`config.mk`:
```
export PLATFORM = sky130hd
export DESIGN_NAME = forward_select_unit
export DESIGN_NICKNAME = d
export VERILOG_FILES = /design/src/rtl/fwd_pkg.sv /design/src/rtl/forward_hist_buf.sv /design/src/rtl/forward_select_unit.sv
export SDC_FILE = /design/constraint.sdc
export NUM_CORES = 1
export LEC_CHECK = 0
export CAP_MARGIN = 25
export CORE_UTILIZATION = 51
export CTS_CLUSTER_SIZE = 28
export DETAILED_ROUTE_END_ITERATION = 6
export PLACE_DENSITY = 0.86
export SLEW_MARGIN = 20
export SYNTH_ARGS = -nofsm -noshare
export SYNTH_HDL_FRONTEND = slang
export SYNTH_SLANG_ARGS = --single-unit
```
`constraint.sdc`:
```
create_clock -name clk -period 3.1 [get_ports clk]
set_input_delay 0.775 -clock clk [delete_from_list [all_inputs] [get_ports clk]]
set_output_delay 0.775 -clock clk [all_outputs]
set_load 0.02 [all_outputs]
```
`src/rtl/fwd_pkg.sv`:
```
`default_nettype none
// +-----------------------------------------------------------------------------+
// | Module      : fwd_pkg                                                       |
// | Description : Source codes, code-width helper and history entry layout for  |
// |               the operand forwarding selector.                              |
// | Revision    : 1.0 - initial release                                         |
// +-----------------------------------------------------------------------------+
package fwd_pkg;

    localparam int SRC_RF         = 0;
    localparam int SRC_STAGE_BASE = 1;

    localparam int FWD_ADDR_W = 5;
    localparam int FWD_DATA_W = 32;

    // Layout of one retired-write record at the default widths; the history
    // buffer declares the same layout sized by its own parameters.
    typedef struct packed {
        logic                  valid;
        logic [FWD_ADDR_W-1:0] addr;
        logic [FWD_DATA_W-1:0] data;
    } fwd_entry_t;

    function automatic int src_retire(input int num_stages);
        return num_stages + 1;
    endfunction

    function automatic int src_hist(input int num_stages, input int j);
        return num_stages + 2 + j;
    endfunction

    function automatic int src_width(input int num_stages, input int hist_depth);
        return $clog2(num_stages + hist_depth + 2);
    endfunction

endpackage
`default_nettype wire

```
`src/rtl/forward_hist_buf.sv`:
```
`default_nettype none
// +-----------------------------------------------------------------------------+
// | Module      : forward_hist_buf                                              |
// | Description : Shift register of recently retired register writes, newest   |
// |               in entry 0; writes to register 0 are never recorded.          |
// | Revision    : 1.0 - initial release                                         |
// +-----------------------------------------------------------------------------+
module forward_hist_buf
    import fwd_pkg::*;
#(
    parameter int DATA_WIDTH = 32,
    parameter int REG_ADDR_W = 5,
    parameter int HIST_DEPTH = 2
) (
    input  logic                             clk,
    input  logic                             rst_n,
    input  logic                             retire_wen_i,
    input  logic [REG_ADDR_W-1:0]            retire_addr_i,
    input  logic [DATA_WIDTH-1:0]            retire_data_i,
    output logic [HIST_DEPTH-1:0]            hist_valid_o,
    output logic [HIST_DEPTH*REG_ADDR_W-1:0] hist_addr_o,
    output logic [HIST_DEPTH*DATA_WIDTH-1:0] hist_data_o
);

    typedef struct packed {
        logic                  valid;
        logic [REG_ADDR_W-1:0] addr;
        logic [DATA_WIDTH-1:0] data;
    } hist_entry_t;

    hist_entry_t [HIST_DEPTH-1:0] hist_q;
    logic                         push;

    assign push = retire_wen_i && (retire_addr_i != '0);

    always_ff @(posedge clk or negedge rst_n) begin
        if (!rst_n) begin
            hist_q <= '0;
        end else if (push) begin
            hist_q[0] <= '{valid: 1'b1, addr: retire_addr_i, data: retire_data_i};
            for (int j = 1; j < HIST_DEPTH; j++) begin
                hist_q[j] <= hist_q[j-1];
            end
        end
    end

    generate
        for (genvar j = 0; j < HIST_DEPTH; j++) begin : g_flat
            assign hist_valid_o[j]                           = hist_q[j].valid;
            assign hist_addr_o[j*REG_ADDR_W +: REG_ADDR_W]   = hist_q[j].addr;
            assign hist_data_o[j*DATA_WIDTH +: DATA_WIDTH]   = hist_q[j].data;
        end
    endgenerate

endmodule
`default_nettype wire

```
`src/rtl/forward_select_unit.sv`:
```
`default_nettype none
// +-----------------------------------------------------------------------------+
// | Module      : forward_select_unit                                           |
// | Description : Per-operand forwarding mux: producers, retire port, retired-  |
// |               write history or register file, with load-use stall.          |
// | Revision    : 1.0 - initial release                                         |
// +-----------------------------------------------------------------------------+
module forward_select_unit
    import fwd_pkg::*;
#(
    parameter  int DATA_WIDTH = 32,
    parameter  int REG_ADDR_W = 5,
    parameter  int NUM_STAGES = 2,
    parameter  int HIST_DEPTH = 2,
    localparam int SRC_W      = src_width(NUM_STAGES, HIST_DEPTH)
) (
    input  logic                             clk,
    input  logic                             rst_n,
    input  logic                             in_valid,
    input  logic [REG_ADDR_W-1:0]            in_addr,
    input  logic [DATA_WIDTH-1:0]            in_rf_data,
    input  logic [NUM_STAGES-1:0]            stage_wen,
    input  logic [NUM_STAGES*REG_ADDR_W-1:0] stage_addr,
    input  logic [NUM_STAGES*DATA_WIDTH-1:0] stage_data,
    input  logic [NUM_STAGES-1:0]            stage_data_ok,
    input  logic                             retire_wen,
    input  logic [REG_ADDR_W-1:0]            retire_addr,
    input  logic [DATA_WIDTH-1:0]            retire_data,
    input  logic                             flush,
    output logic                             stall,
    output logic                             out_valid,
    output logic [DATA_WIDTH-1:0]            out_data,
    output logic [SRC_W-1:0]                 out_src
);

    logic [HIST_DEPTH-1:0]            hist_valid;
    logic [HIST_DEPTH*REG_ADDR_W-1:0] hist_addr;
    logic [HIST_DEPTH*DATA_WIDTH-1:0] hist_data;

    logic                  sel_hit;
    logic                  sel_pending;
    logic [DATA_WIDTH-1:0] sel_data;
    logic [SRC_W-1:0]      sel_src;

    logic                  out_valid_q, out_valid_d;
    logic [DATA_WIDTH-1:0] out_data_q,  out_data_d;
    logic [SRC_W-1:0]      out_src_q,   out_src_d;

    forward_hist_buf #(
        .DATA_WIDTH (DATA_WIDTH),
        .REG_ADDR_W (REG_ADDR_W),
        .HIST_DEPTH (HIST_DEPTH)
    ) u_hist (
        .clk           (clk),
        .rst_n         (rst_n),
        .retire_wen_i  (retire_wen),
        .retire_addr_i (retire_addr),
        .retire_data_i (retire_data),
        .hist_valid_o  (hist_valid),
        .hist_addr_o   (hist_addr),
        .hist_data_o   (hist_data)
    );

    // First hit wins; history is the pre-shift view, so a live retire beats it.
    always_comb begin
        sel_hit     = 1'b0;
        sel_pending = 1'b0;
        sel_data    = '0;
        sel_src     = SRC_W'(SRC_RF);
        if (in_addr != '0) begin
            for (int i = 0; i < NUM_STAGES; i++) begin
                if (!sel_hit && stage_wen[i] &&
                    (stage_addr[i*REG_ADDR_W +: REG_ADDR_W] == in_addr)) begin
                    sel_hit     = 1'b1;
                    sel_pending = !stage_data_ok[i];
                    sel_data    = stage_data[i*DATA_WIDTH +: DATA_WIDTH];
                    sel_src     = SRC_W'(SRC_STAGE_BASE + i);
                end
            end
            if (!sel_hit && retire_wen && (retire_addr == in_addr)) begin
                sel_hit  = 1'b1;
                sel_data = retire_data;
                sel_src  = SRC_W'(src_retire(NUM_STAGES));
            end
            for (int j = 0; j < HIST_DEPTH; j++) begin
                if (!sel_hit && hist_valid[j] &&
                    (hist_addr[j*REG_ADDR_W +: REG_ADDR_W] == in_addr)) begin
                    sel_hit  = 1'b1;
                    sel_data = hist_data[j*DATA_WIDTH +: DATA_WIDTH];
                    sel_src  = SRC_W'(src_hist(NUM_STAGES, j));
                end
            end
            if (!sel_hit) begin
                sel_data = in_rf_data;
            end
        end
    end

    assign stall = in_valid && sel_pending;

    always_comb begin
        out_valid_d = in_valid && !stall && !flush;
        out_data_d  = out_data_q;
        out_src_d   = out_src_q;
        if (out_valid_d) begin
            out_data_d = sel_data;
            out_src_d  = sel_src;
        end
    end

    always_ff @(posedge clk or negedge rst_n) begin
        if (!rst_n) begin
            out_valid_q <= 1'b0;
            out_data_q  <= '0;
            out_src_q   <= '0;
        end else begin
            out_valid_q <= out_valid_d;
            out_data_q  <= out_data_d;
            out_src_q   <= out_src_d;
        end
    end

    assign out_valid = out_valid_q;
    assign out_data  = out_data_q;
    assign out_src   = out_src_q;

endmodule
`default_nettype wire

```
Yosys cells after proc, flatten, opt, wreduce, memory -nomap -nowiden
Cells that the tools add are included.
{"block": "word_totals", "out_inout_bits": 37, "romBits": 0, "mem_count": 0, "ff_bits": 112, "latch_bits": 0, "mem_bits_rw": 0}
{"block": "op_classes", "n_addsub": 0, "mux": 26, "shift": 0, "n_lt_le_gt_ge": 0, "bitwise_logic": 0, "div": 0, "reduce_logical": 23, "n_mul": 0, "eq_ne": 5}
{"op": "$mux 32", "count": 7}
{"op": "$eq 5x5->1", "count": 5}
{"op": "$mux 3", "count": 5}
{"op": "$mux 1", "count": 14}
{"op": "$logic_and 1x1->1", "count": 13}
{"op": "$reduce_bool 5->1", "count": 2}
{"op": "$logic_not 1->1", "count": 8}

Depth between registers and ports, before layout
Gate-level depths: netlist of the first run.
{"block": "depth", "ltp_word": 26, "depth_mapped": 10, "depth_no_buf": 6}

Modules after synthesis
From an unflattened synthesis of the first run, not the netlist that was laid out.
{"block": "unflattened", "cells_unflattened": 606, "hier_area_um2": 6832.8}
{"mod": "forward_select_unit", "area_each_um2": 3718.6, "seq_area_each_um2": 900.9, "n_inst": 1, "cells_each": 441}
{"mod": "forward_hist_buf", "area_each_um2": 3114.2, "seq_area_each_um2": 1901.8, "n_inst": 1, "cells_each": 165}

Worst setup path after synthesis of the first run
OpenSTA, ideal clock, no wires.
{"block": "synth_timing", "path_type": "input-to-output", "startpoint": "input port in_addr[3]", "endpoint": "output port stall", "arrival_time_ns": 1.811, "setup_slack_ns": 0.514, "path_buffers": 2, "t_required_ns": 2.325, "path_stages": 7, "path_cell_list": "buf_6 -> xnor2_2 -> and4_1 -> buf_4 -> o2111ai_2 -> nand2_1 -> and3_1"}
{"block": "synth_via", "elab_chain_cells": 10, "word_cells_on_any_way": 13, "cone_classes": "2 x eq/ne; 5 x mux; 6 x reduce/logical"}
{"item": "start: declaration", "line_no": "forward_select_unit.sv:20", "source": "input logic [REG_ADDR_W-1:0] in_addr,"}
{"item": "$eq 5x5->1", "line_no": "forward_select_unit.sv:73", "source": "(stage_addr[i*REG_ADDR_W +: REG_ADDR_W] == in_addr)) begin"}
{"item": "$logic_and 1x1->1", "line_no": "forward_select_unit.sv:72", "source": "if (!sel_hit && stage_wen[i] &&"}
{"item": "$mux 1", "line_no": "forward_select_unit.sv:72"}
{"item": "$mux 1", "line_no": "forward_select_unit.sv:70", "source": "if (in_addr != '0) begin"}
{"item": "$logic_not 1->1", "line_no": "forward_select_unit.sv:72"}
{"item": "$logic_and 1x1->1 (2 in a row)", "line_no": "forward_select_unit.sv:72"}
{"item": "$mux 1", "line_no": "forward_select_unit.sv:72"}
{"item": "$mux 1 (*)", "line_no": "forward_select_unit.sv:70"}
{"item": "$logic_and 1x1->1 (*)", "line_no": "forward_select_unit.sv:99", "source": "assign stall = in_valid && sel_pending;"}
{"item": "end: declaration", "line_no": "forward_select_unit.sv:30", "source": "output logic stall,"}
Every way passes the cells marked *; elsewhere a longest branch is shown, timed or not. The select of a mux whose other input is x is not followed.

Worst setup path in the final report of the first run
{"block": "layout_timing", "startpoint": "input port stage_addr[5]", "endpoint": "output port stall"}
{"block": "layout_via", "elab_chain_cells": 5}
{"item": "start: declaration", "line_no": "forward_select_unit.sv:23", "source": "input logic [NUM_STAGES*REG_ADDR_W-1:0] stage_addr,"}
{"item": "$eq 5x5->1", "line_no": "forward_select_unit.sv:73"}
{"item": "$logic_and 1x1->1", "line_no": "forward_select_unit.sv:72"}
{"item": "$mux 1", "line_no": "forward_select_unit.sv:72"}
{"item": "$mux 1", "line_no": "forward_select_unit.sv:70"}
{"item": "$logic_and 1x1->1", "line_no": "forward_select_unit.sv:99"}
No other way between the ends.

==> results.cfg, run 1 <==
[floorplanning]
core_area_mm2 = 0.0120
std_cell_rows = 40
die_h_um = 113
die_area_mm2 = 0.0128
ios = 194
start_util_pct = 52.4
die_w_um = 113

[sta]
finalSetupViolCount = 0
min_period_ns = 3.07
setup_ws_ns = 0.0335
max_freq_ghz = 0.326
worst_pin_slew_ns = 0.524
hold_viol = 0
worst_hold_slack_ns = 0.395
tns_ns = 0
finClkSkew_ns = 0.00960
period_share_pct = 98.9
drv_slew = 0
slew-limit-headroom_pct = 65.1

[global_route]
grt_busiest_layer = met2
use_met2_pct = 54.1
grt_pass1_wl_um = 32100
grt_usage_pct = 32.2
overflow = 0
use_met1_pct = 40.3
use_met3_pct = 5.57
grt_max_degree = 46
grt_antenna_before_repair = 0
grt_pass1_vias = 6430

[clock_network]
cts_buffers = 9
path_clk_slew_ns = 0.07
cts_max_level = 3
cts-root-buf = clkbuf_16
cts_tree = yes
cts_sinks = 112
postCtsHoldBufs = 0
clock_insertion_delay_worst_skew_ns = 0.35
cts_buffer_depth = 2

[synth]
synthXorXnorAreaFrac_pct = 3.72
synth_edf_count = 0
avgSynthCellArea_um2 = 9.60
ys_seq_area_share_pct = 44.5
synthDistinctLibCells = 48
synth_top_area_share_pct = 44.5
dominantRegCellSynth = dfrtp_1
ys_ff_latch = 112
synthTopCellsByArea = dfrtp_1 (45%), mux2_2 (11%), o21ai_0 (5.4%)
synthArstFlopShare_pct = 100
yosys.area_share.simple_pct = 15.3
syn_area_mm2 = 0.00630
synthMuxAreaShare_pct = 10.6
synth_nets = 813
synth_warnings = 0
yosysMostFrequentCell = dfrtp_1
synth_top_family_by_area = compound AO/OA/AOI/OAI gates
netlist_instances = 656
synth_compound_area_share_pct = 20.1
yosys.area.top_type = dfrtp_1
yosys.area_share.adder_pct = 0
synth_common_cells = dfrtp_1 (112), o21ai_0 (68), nor2_1 (63)

[finish]
multi_input_comb_area_mm2 = 0.00322
area_growth_pct = 43.8
fill_cells = 816
fin_area_mm2 = 0.00906
drive_gt1_share_pct = 17.8
register_area_mm2 = 0.00280
nets = 1019
antennaDiodeCount = 0

[worst_setup_path]
cp.required_ns = 2.32
reg2reg_slack_ns = 1.01
rr_worst_depth = 7
crit_fanout = 2
start_kind = input port
worstSetupEndpointType = output pin
critPathKind = input port to output pin
r2r-end = out_data[28]
crit_arrival_ns = 2.29
rr_startpoint = u_hist.hist_addr_o[8]

[route]
drt_iter0_drc = 434
via_per_inst = 6.08
wirelength_um = 20100
antenna_left = 0
first_pass_iters = 5
via_count = 6162
drc_errors = 0
route.detailed.wl_per_inst_um = 19.8

[run_status]
run_status = completed

[place]
dp_hpwl_um = 14100
place_ws_ns = -0.437
dpl_cell_area_mm2 = 0.00867
place_congestion = 0.885
io_buffers = 193

[flow_run]
maxCapViolCount = 0

[power_and_ir_drop]
ir_drop_uv = 264
finalPower_mw = 4.11
p_per_area_mw_per_mm2 = 453
leakagePower_nw = 3.88

[hold_path]
worstHoldPathType = input port to async pin
## sequential cells by signal, summed over array words and instances (netlist names)
signal / cells
u_hist.hist_valid_o: 2
u_hist.hist_addr_o: 10
out_src: 3
out_valid: 1
out_data: 32
u_hist.hist_data_o: 64
## cells in the final DEF, fill, tap and decap left out, types with 16 or more instances in the layout
master,count
a211oi_1,27
a32o_1,24
and3_1,31
buf_4,49
clkdlybuf4s50_1,181
dfrtp_1,112
mux2_2,59
nand2_1,44
nor2_1,60
nor3_1,35
o21a_1,28
o21ai_0,68
xnor2_1,16
## stage by stage
step,util [%],cells
2_1_floorplan,-,656
4_1_cts,75.0,1014
3_3_place_gp,72.2,992
3_5_place_dp,72.2,992
5_1_grt,75.4,1014
6_report,75.4,1014
## worst max-delay path, stage by stage
cell and delay, ns:
clkdlybuf4s50_1 0.43, xnor2_1 0.25, and4_1 0.26, o2111ai_2 0.15, nand2_1 0.11, and3_1 0.15, buf_2 0.16
## report_power, final
part | total [mW] | switching [mW] | internal [mW]
sequential | 1.80 | 0.127 | 1.67
clock | 1.11 | 0.541 | 0.571
combinational | 1.20 | 0.548 | 0.648
total | 4.11 | 1.22 | 2.89
## layout make-up
| class | instances | area share (%) |
|---|---|---|
| Tap cell | 147 | 2.03 |
| Clock inverter | 4 | 0.318 |
| Clock buffer | 12 | 2.72 |
| Timing Repair Buffer | 252 | 27.8 |
| Inverter | 15 | 0.622 |
| Sequential cell | 112 | 30.9 |
| Multi-Input combinational cell | 472 | 35.6 |
## timing repair
item | in CTS | in global routing
pin swaps | 4 | 6
buffers inserted | 6 | 0
gates resized for setup | 11 | 12
endpoints found under the setup margin | 1 | 10
## worst max path at each step
stage / from / to / slack (ns) / cells after the start
floorplan: in_addr[3] / stall / 0.51 / 7
global placement: in_addr[3] / stall / -0.36 / 7
detailed placement: in_addr[3] / stall / -0.44 / 7
CTS: in_addr[2] / out_data[17] / 0.03 / 14
global route: stage_addr[5] / stall / -0.008 / 7
finish: stage_addr[5] / stall / 0.03 / 7
## routing by layer
layer  wire, um  share of wire [%]
met5          0                  0
met4        784                3.9
met3       1570                7.8
met2       9670                 48
met1       8030                 40
## logic make-up after synthesis
family	after synthesis
DFF	112
xor gates and xnor gates	25
muxes	59
buffers and inverters	72
and+or+nand+nor	203
AOI/OAI and AO/OA	185
(Power assumes the default switching activity.)
==> run 2: changes to the inputs <==
--- a/constraint.sdc
+++ b/constraint.sdc
@@ -3,2 +3,2 @@
 set_output_delay 0.775 -clock clk [all_outputs]
-set_load 0.02 [all_outputs]
+set_load 0.1 [all_outputs]
==> results.cfg, run 2 (synthesized netlist as in run 1, its figures left out) <==
[run_status]
run_status = completed

[clock_network]
cts_buffers = 9
cts_sinks = 112
cts-root-buf = clkbuf_16
cts_max_level = 3
postCtsHoldBufs = 0
cts_buffer_depth = 2
clock_insertion_delay_worst_skew_ns = 0.35
cts_tree = yes
path_clk_slew_ns = 0.07

[power_and_ir_drop]
ir_drop_uv = 274
clockPowerShare_pct = 24.5
p_int_mw = 2.89
p_per_area_mw_per_mm2 = 519
leakagePower_nw = 3.91
switching_share_pct = 37.6
seq_power_share_pct = 39.0
comb_power_share_pct = 36.5
power.switching_mw = 1.74

[global_route]
grt_max_degree = 63
grt_pass1_wl_um = 32300
overflow = 0
grt_antenna_before_repair = 0
grt_usage_pct = 32.4
grt_pass1_vias = 6462

[worst_setup_path]
r2r-end = out_data[19]
critical_path.top_delay_family = simple AND/OR/NAND/NOR gates
timing.critical_path.from = stage_addr[4]
critPathKind = input port to output pin
max_stage_delay_ns = 0.46
cp_cell_sequence = clkdlybuf4s50_1, xnor2_2, and3b_1, nand2_1, nand2_1, and3_2, buf_12
reg2reg_slack_ns = 0.99
rr_worst_depth = 7
slowest_stage = clkdlybuf4s50_1
worstSetupEndpointType = output pin
path_common_cell = nand2_1
crit_arrival_ns = 2.32
rr_startpoint = u_hist.hist_addr_o[8]
worst-path-buf-inv = 2
start_kind = input port
crit_fanout = 3
crit_path_end = stall
crit_cells = 7
cp.required_ns = 2.32

[floorplanning]
die_area_mm2 = 0.0128
ios = 194
std_cell_rows = 40
start_util_pct = 52.4
core_area_mm2 = 0.0120
die_h_um = 113
die_w_um = 113

[route]
route.detailed.wl_per_inst_um = 20.2
met3WireLength_um = 1540
antenna_left = 0
first_pass_iters = 4
drc_errors = 0
wirelength_um = 20400
wl_met2_um = 10100
highest_layer = met4
via_per_inst = 6.14
drt_iter0_drc = 480
via_count = 6198
wl_met1_um = 7880

[sta]
period_share_pct = 99.7
tns_ns = 0
finalSetupViolCount = 0
drv_slew = 0
min_period_ns = 3.09
max_freq_ghz = 0.323
slew-limit-headroom_pct = 45.3
worst_pin_slew_ns = 0.820
finClkSkew_ns = 0.00879
hold_viol = 0

[finish]
final_common_cell = clkdlybuf4s50_1
drive_gt1_share_pct = 21.8
mostFrequentLayoutCells = clkdlybuf4s50_1 (143), dfrtp_1 (112), buf_4 (85), o21ai_0 (68), nor2_1 (60)
nets = 1015
area_growth_pct = 41.7
antennaDiodeCount = 0
fin_area_mm2 = 0.00892
largest_register_ff_count = 64
layoutNonFillerInstCount = 1010

[place]
dpl_cell_area_mm2 = 0.00850
dpl.cell_count = 987
io_buffers = 193
dp_hpwl_um = 14300
place_congestion = 0.916

[flow_run]
maxCapViolCount = 0

[hold_path]
worstHoldPathType = flip-flop to flip-flop
[run 2: cell count changes in the layout (fill, tap and decap cells not counted), sizes merged]
cell           change
clkbuf             +2
clkdlybuf4s50     -38
dlygate4sd2        +1
dlymetal6s2s       +1
buf               +32
clkinvlp           -1
inv                -1
[run 2: worst min path at each step]
| stage | startpoint | to | slack [ns] | cells after the start |
|---|---|---|---|---|
| after global routing | u_hist.hist_data_o[59] | u_hist.hist_data_o[59] | 0.50 | 1 |
| after CTS | out_data[11] | out_data[11] | 0.50 | 2 |
| final | out_data[11] | out_data[11] | 0.49 | 2 |
| after detailed placement | out_src[2] | out_src[2] | 0.48 | 2 |
| after floorplan | u_hist.hist_data_o[31] | u_hist.hist_data_o[31] | 0.45 | 2 |
| after global placement | u_hist.hist_data_o[31] | u_hist.hist_data_o[31] | 0.47 | 2 |
[run 2: repair_timing]
action | CTS | global route
endpoints found under the setup margin | 1 | 4
setup buffers | 6 | 1
pin swaps | 4 | 7
resized for setup | 5 | 17
[run 2: cell type report]
cell class / instances / area [um^2]
sequential: 112 / 2800
timing repair buffer: 248 / 2360
multi-input combinational: 472 / 3230
clock buffer: 14 / 274
tap: 147 / 184
inverter: 15 / 56.3
clock inverter: 2 / 12.5
fill: 818 / 3090
[run 2: worst register-to-register path, delay by kind of cell (launching register included)]
kind,cells,cell delay [ns]
xor gates and xnor gates,1,0.30
and+or+nand+nor,2,0.45
DFF,1,0.39
buffers and inverters,1,0.21
AOI/OAI and AO/OA,3,0.63
[run 2: through the flow]
stage / hold slack (ns) / util (%) / total power [mW] / setup slack [ns]
6_report: 0.492 / 74.3 / 4.63 / 0.00788
5_1_grt: 0.504 / 74.3 / 4.78 / -0.0398
4_1_cts: 0.497 / 73.5 / 4.61 / 0.0109
3_5_place_dp: 0.480 / 70.8 / 3.49 / -0.111
3_3_place_gp: 0.466 / 70.8 / 3.43 / -0.0214
2_1_floorplan: 0.450 / - / 2.89 / 0.269
[run 2: routing by layer]
metal | up-vias | global-route usage (%)
met5 | - | 0
met4 | 0 | 17.0
met3 | 72 | 5.73
met2 | 315 | 54.9
met1 | 3022 | 39.4
li1 | 2789 | -
[run 2: power groups by stage]
stage | combinational (mW) | clock [mW] | sequential, mW
2_1_floorplan | 0.470 | 0 | 2.42
3_3_place_gp | 1.63 | 0 | 1.81
3_5_place_dp | 1.66 | 0 | 1.83
4_1_cts | 1.67 | 1.14 | 1.80
5_1_grt | 1.77 | 1.19 | 1.83
6_report | 1.69 | 1.13 | 1.80
